==> src/rtl/muldiv_pkg.sv <==
// Shared types for the iterative MUL/DIV/REM sequencer (funct7=0000001 R-type ops).
// Pure declarations: no latency, no backpressure.
package muldiv_pkg;
    typedef enum logic [1:0] {OP_MUL, OP_DIV, OP_REM, OP_RSVD} md_op_t;
    typedef enum logic [1:0] {S_IDLE, S_CALC, S_DONE} md_state_t;
    localparam logic [6:0] MD_FUNCT7 = 7'b0000001;
endpackage

==> src/rtl/muldiv_seq_if.sv <==
// Controller <-> muldiv_seq request/result bundle; the controller is master.
// No storage; stall is the only backpressure and flows back to the controller.
interface muldiv_seq_if #(parameter int WIDTH = 32);
    import muldiv_pkg::*;

    logic             start;
    md_op_t           op;
    logic [WIDTH-1:0] a;
    logic [WIDTH-1:0] b;
    logic             busy;
    logic             stall;
    logic             done;
    logic [WIDTH-1:0] result;

    modport master (output start, op, a, b, input busy, stall, done, result);
    modport slave  (input start, op, a, b, output busy, stall, done, result);
endinterface

==> src/rtl/muldiv_seq.sv <==
// Iterative unsigned MUL/DIV/REM: done WIDTH+1 cycles after start (1 cycle for div-by-zero, op=11,
// and MUL when MULDIV_FAST_MUL_EN is defined); core is held via stall, starts outside IDLE ignored.
module muldiv_seq
    import muldiv_pkg::*;
#(
    parameter int WIDTH = 32,
    parameter int CNT_W = 6
) (
    input  logic         clk,
    input  logic         reset,
    muldiv_seq_if.slave  md
);

    md_state_t        r_state;
    md_state_t        w_state_nxt;
    md_op_t           r_op;
    logic [CNT_W-1:0] r_cnt;
    logic [WIDTH-1:0] r_acc;     // MUL accumulator / DIV partial remainder
    logic [WIDTH-1:0] r_mplr;    // MUL multiplier / DIV quotient (seeded with dividend)
    logic [WIDTH-1:0] r_mcand;   // MUL multiplicand / DIV divisor
    logic [WIDTH-1:0] r_result;

    logic             w_accept;
    logic             w_last;
    logic             w_exc;
    logic [WIDTH-1:0] w_exc_result;
    logic [WIDTH-1:0] w_mul_acc;
    logic [WIDTH:0]   w_rem_sh;
    logic [WIDTH:0]   w_rem_diff;
    logic             w_ge;
    logic [WIDTH-1:0] w_div_rem;
    logic [WIDTH-1:0] w_div_q;

    assign w_accept = (r_state == S_IDLE) && md.start;
    assign w_last   = (r_cnt == CNT_W'(1));

    // Operations that finish without iterating, and the value they return.
    always_comb begin
        w_exc        = 1'b0;
        w_exc_result = '0;
        case (md.op)
            OP_DIV: begin
                w_exc        = (md.b == '0);
                w_exc_result = '1;
            end
            OP_REM: begin
                w_exc        = (md.b == '0);
                w_exc_result = md.a;
            end
            OP_RSVD: begin
                w_exc        = 1'b1;
                w_exc_result = '0;
            end
            default: begin
`ifdef MULDIV_FAST_MUL_EN
                w_exc        = 1'b1;
                w_exc_result = md.a * md.b;
`else
                w_exc        = 1'b0;
                w_exc_result = '0;
`endif
            end
        endcase
    end

    assign w_mul_acc  = r_mplr[0] ? (r_acc + r_mcand) : r_acc;
    // Remainder widened by one bit so the shifted-out MSB takes part in the compare.
    assign w_rem_sh   = {r_acc, r_mplr[WIDTH-1]};
    assign w_rem_diff = w_rem_sh - {1'b0, r_mcand};
    assign w_ge       = ~w_rem_diff[WIDTH];
    assign w_div_rem  = w_ge ? w_rem_diff[WIDTH-1:0] : w_rem_sh[WIDTH-1:0];
    assign w_div_q    = {r_mplr[WIDTH-2:0], w_ge};

    always_comb begin
        w_state_nxt = r_state;
        case (r_state)
            S_IDLE:  if (md.start) w_state_nxt = w_exc ? S_DONE : S_CALC;
            S_CALC:  if (w_last) w_state_nxt = S_DONE;
            S_DONE:  w_state_nxt = S_IDLE;
            default: w_state_nxt = S_IDLE;
        endcase
    end

    always_ff @(posedge clk) begin
        if (reset) r_state <= S_IDLE;
        else       r_state <= w_state_nxt;
    end

    always_ff @(posedge clk) begin
        if (reset) begin
            r_op     <= OP_MUL;
            r_cnt    <= '0;
            r_acc    <= '0;
            r_mplr   <= '0;
            r_mcand  <= '0;
            r_result <= '0;
        end else if (w_accept) begin
            r_op    <= md.op;
            r_cnt   <= CNT_W'(WIDTH);
            r_acc   <= '0;
            r_mplr  <= (md.op == OP_MUL) ? md.b : md.a;
            r_mcand <= (md.op == OP_MUL) ? md.a : md.b;
            if (w_exc) r_result <= w_exc_result;
        end else if (r_state == S_CALC) begin
            r_cnt <= r_cnt - CNT_W'(1);
            if (r_op == OP_MUL) begin
                r_acc   <= w_mul_acc;
                r_mplr  <= r_mplr >> 1;
                r_mcand <= r_mcand << 1;
            end else begin
                r_acc  <= w_div_rem;
                r_mplr <= w_div_q;
            end
            if (w_last) begin
                case (r_op)
                    OP_MUL:  r_result <= w_mul_acc;
                    OP_DIV:  r_result <= w_div_q;
                    default: r_result <= w_div_rem;
                endcase
            end
        end
    end

    assign md.busy   = (r_state == S_CALC);
    assign md.done   = (r_state == S_DONE);
    assign md.stall  = w_accept || (r_state == S_CALC);
    assign md.result = r_result;

endmodule
==> src/flat_wrapper.sv <==
// flat-port wrapper written by rule: the top's interface ports become plain ports
module muldiv_seq_flat import muldiv_pkg::*;
#(
    parameter int WIDTH = 32,
    parameter int CNT_W = 6
)
  (clk, reset, md_start, md_op, md_a, md_b, md_busy, md_stall, md_done, md_result);
  muldiv_seq_if #(.WIDTH(WIDTH)) md_i ();
  input  logic clk;
  input  logic reset;
  input wire logic [$bits(md_i.start)-1:0] md_start;
  input wire logic [$bits(md_i.op)-1:0] md_op;
  input wire logic [$bits(md_i.a)-1:0] md_a;
  input wire logic [$bits(md_i.b)-1:0] md_b;
  output wire logic [$bits(md_i.busy)-1:0] md_busy;
  output wire logic [$bits(md_i.stall)-1:0] md_stall;
  output wire logic [$bits(md_i.done)-1:0] md_done;
  output wire logic [$bits(md_i.result)-1:0] md_result;
  assign md_i.start = md_start;
  assign md_i.op = md_op;
  assign md_i.a = md_a;
  assign md_i.b = md_b;
  assign md_busy = md_i.busy;
  assign md_stall = md_i.stall;
  assign md_done = md_i.done;
  assign md_result = md_i.result;
  muldiv_seq #(.WIDTH(WIDTH), .CNT_W(CNT_W)) u_core (.clk(clk), .reset(reset), .md(md_i));
endmodule
==> config.mk <==
export PLATFORM = sky130hd
export DESIGN_NAME = muldiv_seq_flat
export DESIGN_NICKNAME = d
export VERILOG_FILES = /design/src/rtl/muldiv_pkg.sv /design/src/rtl/muldiv_seq_if.sv /design/src/rtl/muldiv_seq.sv /design/src/flat_wrapper.sv
export SDC_FILE = /design/constraint.sdc
export NUM_CORES = 1
export LEC_CHECK = 0
export BUFFER_PORTS_ARGS = -buffer_cell sky130_fd_sc_hd__buf_4
export CORE_ASPECT_RATIO = 0.7
export CORE_MARGIN = 5
export CORE_UTILIZATION = 60
export DETAILED_ROUTE_END_ITERATION = 8
export HOLD_SLACK_MARGIN = 0.02
export PLACE_DENSITY_LB_ADDON = 0.2
export SETUP_SLACK_MARGIN = 0.15
export SLEW_MARGIN = 20
export SYNTH_ARGS = -nofsm -noshare
export SYNTH_HDL_FRONTEND = slang
export SYNTH_SLANG_ARGS = --single-unit
==> constraint.sdc <==
create_clock -name clk -period 6.8 [get_ports clk]
set_input_delay 1.36 -clock clk [delete_from_list [all_inputs] [get_ports clk]]
set_output_delay 1.36 -clock clk [all_outputs]
set_load 0.05 [all_outputs]
==> results of run 1 <==
## registers in the layout (all words and copies together), names as in the netlist
register,cells
u_core.r_acc,32
u_core.r_op,2
u_core.md.result,32
u_core.r_cnt,6
u_core.r_state,2
u_core.r_mcand,32
u_core.r_mplr,32
## cells by family after synthesis
family	after synthesis	share of synthesized area
DFF	138	0.2372
adders and majority gates	71	0.07756
AOI/OAI and AO/OA	537	0.2980
xor gates and xnor gates	61	0.04587
buffers and inverters	168	0.05511
and+or+nand+nor	502	0.1894
muxes	107	0.09690
## critical path, stage by stage, from the launching register on
cell and delay [ns]:
dfxtp_1 0.35, inv_1 0.12, ha_1 0.22, inv_1 0.07
fa_1 0.43, a211oi_1 0.24, o21a_1 0.25, a21o_1 0.24
a21oi_1 0.15, a211oi_1 0.39, xnor2_2 0.15, buf_4 0.53
mux2i_1 0.31, o221ai_1 0.18, a211oi_1 0.26, nor4_1 0.08
## layer usage
metal,global-route usage,share of wire
met1,0.4719,0.40
met5,0,0
met4,0.1710,0.056
met3,0.08418,0.10
met2,0.5742,0.44
## power by group
part	internal (mW)	total [mW]	switching [mW]	leakage, nW
logic	0.557	1.57	1.01	3.75
registers	0.893	0.996	0.103	1.13
clock network	0.679	1.07	0.386	0.315
total	2.13	3.63	1.50	5.20
## synth_stat cells, types with 10 or more instances
master,instances,area [um^2]
nor2_1,216,810.8
a21oi_1,210,1051
nand2_1,139,521.8
dfxtp_1,138,2763
clkbuf_1,90,337.8
a211oi_1,72,540.5
ha_1,69,863.3
mux2i_1,61,610.6
inv_1,56,210.2
o21ai_0,46,230.2
xnor2_1,42,367.9
mux2_2,40,450.4
a221oi_1,34,297.8
nor3_1,31,155.2
a21o_1,26,195.2
nand3_1,22,110.1
o211ai_1,20,150.1
o21ai_1,19,95.09
xor2_1,19,166.4
nor2b_1,17,106.4
a31oi_1,16,100.1
nand2b_1,16,100.1
buf_1,14,52.55
o221ai_1,13,113.9
o21bai_1,12,90.09
and2_1,11,68.82
nor4_1,11,68.82
o21a_1,11,82.58
and3_1,10,62.56
## worst paths after layout
path / end / depth (start not counted)
setup / recovery: u_core.md.result[12]$_SDFFE_PP0P_ / 15
setup reg to reg: u_core.md.result[12]$_SDFFE_PP0P_ / 15
hold reg to reg: u_core.md.result[3]$_SDFFE_PP0P_ / 2
hold / removal: u_core.md.result[3]$_SDFFE_PP0P_ / 2
## layout make-up
class,count,area (um^2)
Multi-Input combinational cell,1278,8294
Fill cell,1608,5787
Sequential cell,138,2764
Timing Repair Buffer,121,908.4
Clock buffer,21,470.5
Tap cell,264,330.3
Inverter,60,225.2
Clock inverter,11,191.4
## metrics by stage
| step | total power [mW] | utilization |
|---|---|---|
| final | 3.627 | 0.6950 |
| after floorplan | 2.075 | - |
| after global routing | 3.779 | 0.6950 |
| after global placement | 2.506 | 0.6601 |
| after CTS | 3.578 | 0.6950 |
| after detailed placement | 2.522 | 0.6601 |
==> summary.json, run 1 <==
{
  "synth": {
    "synth_cells": 1584,
    "post_synth_num_cell_types": 70,
    "synth_seq_area_share": 0.2372,
    "synth_async_sr_flop_share": 0,
    "post_synth_edffs": 0,
    "post_synth_instance_area_mm2": 0.01165,
    "synth_area_per_cell_um2": 7.353,
    "synth_ff_type": "dfxtp_1",
    "ys.warnings.count": 0,
    "syn-num-nets": 1724,
    "yosys_register_bits": 138
  },
  "setup_path": {
    "worst_setup_path_startpoint": "u_core.r_mplr[31]$_SDFFE_PP0P_",
    "cp_max_fo": 38,
    "setup.worst_path.start_class": "flip-flop",
    "regToRegSetupSlack_ns": 2.68,
    "timing.critical_path.required_ns": 7.11,
    "r2r_start": "u_core.r_mplr[31]$_SDFFE_PP0P_",
    "timing.critical_path.arrival_ns": 4.43,
    "worstSetupEndpointType": "flip-flop",
    "crit_type": "flip-flop to flip-flop"
  },
  "placed_design": {
    "placed_inst_area_mm2": 0.01252,
    "dp_worst_setup_slack_ns": 2.689,
    "gpl.final_weighted_congestion": 0.9387,
    "hpwl_um": 30030,
    "post_placement_cell_count": 1861,
    "port-buffer-count": 103
  },
  "cells_and_area": {
    "instances_no_fill": 1893,
    "layout_common_cells": "nor2_1, a21oi_1, nand2_1",
    "final_common_cell": "nor2_1",
    "nNetsFinal": 1756,
    "flow.area_growth_from_synthesis_pct": 13.19,
    "final_layout_size_suffix_gt1_frac": 0.1271,
    "antenna_cells": 0,
    "finish.instance_area_mm2": 0.01318
  },
  "route": {
    "wl_um": 42290,
    "drt_iter0_drc": 1910,
    "drcViolationCount": 0,
    "final_antenna_net_count": 0,
    "first_pass_iters": 6,
    "detail_route.vias_per_cell": 6.741,
    "dr_total_vias": 12760,
    "wl_per_cell_um": 22.34
  },
  "power": {
    "leakage_nw": 5.198,
    "power.density_cell_area_mw_per_mm2": 275.1,
    "vdd_drop_max_mv": 0.1805
  },
  "grt": {
    "overflow": 0,
    "number_of_antenna_violations_at_the_first_check_in_global_routing": 0,
    "grt_start_max_net_pins": 82,
    "grt_pass1_vias": 11810,
    "grt_first_pass_wirelength_um": 65090,
    "gr-usage-all-layers": 0.3634
  },
  "clocking": {
    "cts-resized-gates": 0,
    "clock_sink_count": 138,
    "postCtsHoldBufs": 0,
    "tritoncts_clock_tree": "yes",
    "cts.reportedPaths.clkPinSlew_ns": 0.06,
    "clk_latency_ns": 0.44,
    "cts_buffers": 17,
    "post-cts-setup-buffers": 0,
    "clk_path_buf_depth": 2,
    "cts_max_level": 4,
    "clk_root_buffer_cell": "clkbuf_16"
  },
  "run": {
    "timing.max_cap.violations": 0
  },
  "floorplanning": {
    "floorplan.initialDensity": 0.6140,
    "placeableCoreArea_mm2": 0.01897,
    "core.rowCount": 42,
    "die_width_um": 176.5,
    "boundaryPins": 104,
    "die-height_um": 126.6,
    "die_area_mm2": 0.02234
  },
  "sta": {
    "maxSlewHeadroom": 0.2477,
    "whs_ns": 0.4992,
    "timing_hold_violations_final": 0,
    "final.min_clock_period_ns": 4.118,
    "fmaxAchievable_ghz": 0.2428,
    "final_max_slew_viol_count": 0,
    "rsz_0062_raised_after_global_routing": "no",
    "post-route-period-util": 0.6056,
    "final_critical_path_setup_slack_ns": 2.682,
    "timing_worst_slew_pin_value_ns": 1.126,
    "report.final.setup_viol": 0,
    "fin_tns_setup_ns": 0,
    "timing.clock.skew_ns": 0.006408
  },
  "hold_path": {
    "hp-start": "u_core.md.result[3]$_SDFFE_PP0P_",
    "min-delay-path-class": "flip-flop to flip-flop"
  },
  "status": {
    "status": "finished, final reports clean"
  }
}
Power figures use the tool's default switching activity.
==> run 2, diff against run 1 <==
==> constraint.sdc (replaced) <==
create_clock -name clk -period 4.19 [get_ports clk]
set_input_delay 0.838 -clock clk [delete_from_list [all_inputs] [get_ports clk]]
set_output_delay 0.838 -clock clk [all_outputs]
set_load 0.05 [all_outputs]
==> summary.json, run 2 (same netlist as run 1, synthesis figures left out) <==
{
  "grt": {
    "grt_start_max_net_pins": {"value": 63, "change": "-23%"},
    "gr-usage-all-layers": {"value": 0.3629, "change": "-0.0004969"},
    "grt_first_pass_wirelength": {"value": 64790, "unit": "um", "change": "-0.45%"},
    "grt_pass1_vias": {"value": 11680, "change": "-1.1%"},
    "overflow": {"value": 0, "change": "unchanged"},
    "number_of_antenna_violations_at_the_first_check_in_global_routing": {"value": 0, "change": "unchanged"}
  },
  "sta": {
    "report.final.setup_viol": {"value": 0, "change": "unchanged"},
    "post-route-period-util": {"value": 0.9234, "change": "+0.3178"},
    "whs": {"value": 0.4956, "unit": "ns", "change": "-0.003656 ns"},
    "rsz_0062_raised_after_global_routing": "no",
    "timing.clock.skew": {"value": 0.009901, "unit": "ns", "change": "+0.003494 ns"},
    "timing_worst_slew_pin_value": {"value": 1.133, "unit": "ns", "change": "+0.007320 ns"},
    "fmaxAchievable": {"value": 0.2585, "unit": "GHz", "change": "+6.4%"},
    "maxSlewHeadroom": {"value": 0.2429, "change": "-0.004891"},
    "timing_hold_violations_final": {"value": 0, "change": "unchanged"},
    "fin_tns_setup": {"value": 0, "unit": "ns", "change": "unchanged"},
    "final.min_clock_period": {"value": 3.869, "unit": "ns", "change": "-0.2492 ns"},
    "final_max_slew_viol_count": {"value": 0, "change": "unchanged"}
  },
  "placed_design": {
    "hpwl": {"value": 30950, "unit": "um", "change": "+3.1%"},
    "placed_inst_area": {"value": 0.01261, "unit": "mm^2", "change": "+0.74%"},
    "port-buffer-count": {"value": 103, "change": "unchanged"},
    "post_placement_cell_count": {"value": 1870, "change": "+0.48%"},
    "gpl.final_weighted_congestion": {"value": 0.9965, "change": "+6.2%"}
  },
  "floorplanning": {
    "core.rowCount": {"value": 42, "change": "unchanged"},
    "die-height": {"value": 126.6, "unit": "um", "change": "unchanged"},
    "placeableCoreArea": {"value": 0.01897, "unit": "mm^2", "change": "unchanged"},
    "die_width": {"value": 176.5, "unit": "um", "change": "unchanged"},
    "boundaryPins": {"value": 104, "change": "unchanged"},
    "floorplan.initialDensity": {"value": 0.6140, "change": "unchanged"},
    "die_area": {"value": 0.02234, "unit": "mm^2", "change": "unchanged"}
  },
  "setup_path": {
    "crit_path_cell_trace": "ha_1 > fa_1 > a21o_1 > a21oi_1 > o21bai_1 > a41o_1 > a21oi_1 > nor4_1 > o311ai_1 > mux2i_1 > a311oi_1 > a31oi_1",
    "cpMaxStageDelayCell": "a311oi_1",
    "worst_path_largest_cell_delay": {"value": 0.45, "unit": "ns", "change": "-0.08 ns"},
    "worstSetupEndpointType": "flip-flop",
    "crit_type": "flip-flop to flip-flop",
    "timing.critical_path.arrival": {"value": 4.15, "unit": "ns", "change": "-0.28 ns"},
    "cp_top_family": "compound AO/OA/AOI/OAI gates",
    "cp_common_cell": "a21oi_1",
    "timing.critical_path.required": {"value": 4.47, "unit": "ns", "change": "-2.64 ns"},
    "setup.worst_path.start_class": "flip-flop",
    "cp_max_fo": {"value": 6, "change": "-84%"},
    "worstPathBufferInverterCount": {"value": 0, "change": "-3"}
  },
  "cells_and_area": {
    "multiInputGateArea": {"value": 0.008305, "unit": "mm^2", "change": "+0.14%"},
    "final_common_cell": "nor2_1",
    "instances_no_fill": {"value": 1899, "change": "+0.32%"},
    "flow.area_growth_from_synthesis_pct": 12.98,
    "finish.instance_area": {"value": 0.01316, "unit": "mm^2", "change": "-0.19%"},
    "final_layout_size_suffix_gt1_frac": {"value": 0.1321, "change": "+0.005038"},
    "layout_common_cells": "nor2_1, a21oi_1, nand2_1",
    "register_area": {"value": 0.002764, "unit": "mm^2", "change": "unchanged"},
    "filler_cell_count": {"value": 1657, "change": "+3.0%"},
    "antenna_cells": {"value": 0, "change": "unchanged"},
    "nNetsFinal": {"value": 1765, "change": "+0.51%"}
  },
  "clocking": {
    "cts_max_level": {"value": 4, "change": "unchanged"},
    "post-cts-setup-buffers": {"value": 0, "change": "unchanged"},
    "tritoncts_clock_tree": "yes",
    "clk_latency": {"value": 0.43, "unit": "ns", "change": "about the same"},
    "clk_path_buf_depth": {"value": 2, "change": "unchanged"},
    "clock_sink_count": {"value": 138, "change": "unchanged"},
    "cts_buffers": {"value": 17, "change": "unchanged"},
    "clk_root_buffer_cell": "clkbuf_16",
    "cts.reportedPaths.clkPinSlew": {"value": 0.06, "unit": "ns", "change": "about the same"}
  },
  "power": {
    "power.density_cell_area": {"value": 428.8, "unit": "mW/mm^2", "change": "+56%"},
    "vdd_drop_max": {"value": 0.3167, "unit": "mV", "change": "+75%"},
    "leakage": {"value": 5.202, "unit": "nW", "change": "about the same"},
    "total_power": {"value": 5.643, "unit": "mW", "change": "+56%"}
  },
  "route": {
    "wl": {"value": 42680, "unit": "um", "change": "+0.93%"},
    "detail_route.vias_per_cell": {"value": 6.757, "change": "+0.24%"},
    "drcViolationCount": {"value": 0, "change": "unchanged"},
    "dr_total_vias": {"value": 12830, "change": "+0.56%"},
    "drt_iter0_drc": {"value": 2039, "change": "+6.8%"},
    "wl_per_cell": {"value": 22.48, "unit": "um", "change": "+0.61%"},
    "first_pass_iters": {"value": 8, "change": "+2"},
    "final_antenna_net_count": {"value": 0, "change": "unchanged"}
  },
  "hold_path": {
    "min-delay-path-class": "flip-flop to flip-flop"
  },
  "status": {
    "status": "finished, final reports clean"
  },
  "run": {
    "timing.max_cap.violations": {"value": 0, "change": "unchanged"}
  }
}
run 2: metal layers:
| layer | global-route usage | part of all wire | vias to the layer above |
|---|---|---|---|
| li1 | - | - | 5871 |
| met1 | 0.4705 | 0.40 | 5947 |
| met2 | 0.5775 | 0.45 | 856 |
| met3 | 0.07585 | 0.10 | 158 |
| met4 | 0.1764 | 0.056 | 0 |
| met5 | 0 | 0 | - |
run 2: final timing paths:
check                                   startpoint                                 to  slack, ns  cells after the start
setup / recovery      u_core.r_acc[0]$_SDFFE_PP0P_  u_core.md.result[30]$_SDFFE_PP0P_       0.32                     12
hold / removal    u_core.md.result[7]$_SDFFE_PP0P_   u_core.md.result[7]$_SDFFE_PP0P_       0.50                      2
setup reg to reg      u_core.r_acc[0]$_SDFFE_PP0P_  u_core.md.result[30]$_SDFFE_PP0P_       0.32                     12
hold reg to reg   u_core.md.result[7]$_SDFFE_PP0P_   u_core.md.result[7]$_SDFFE_PP0P_       0.50                      2
run 2: power by group:
group          leakage [nW]  internal (mW)  switching (mW)
clock network         0.267          0.831           0.596
logic                  3.81          0.939            1.67
registers              1.13           1.45           0.162
run 2: timing repair:
| item | 4_1_cts | 5_1_grt |
|---|---|---|
| hold buffers | 0 | 0 |
| setup endpoints to repair | 0 | 2 |
| resized for setup | 0 | 1 |
run 2: metrics by stage:
step           worst slack (ns)  utilization
5_1_grt                  0.1610       0.6936
3_3_place_gp             0.4757       0.6650
6_report                 0.3209       0.6936
2_1_floorplan            0.8677            -
4_1_cts                  0.3954       0.6930
3_5_place_dp             0.4353       0.6650
run 2: cell type report:
class / count / area share
Inverter: 60 / 0.01712
Timing Repair Buffer: 130 / 0.07607
Sequential cell: 138 / 0.2100
Clock inverter: 9 / 0.005800
Multi-Input combinational cell: 1278 / 0.6312
Clock buffer: 20 / 0.03471
Tap cell: 264 / 0.02510
run 2: tightest hold or removal path: stages, from the launching register on:
cell and delay (ns):
dfxtp_1 0.31, nor2_1 0.09, nor3_1 0.05
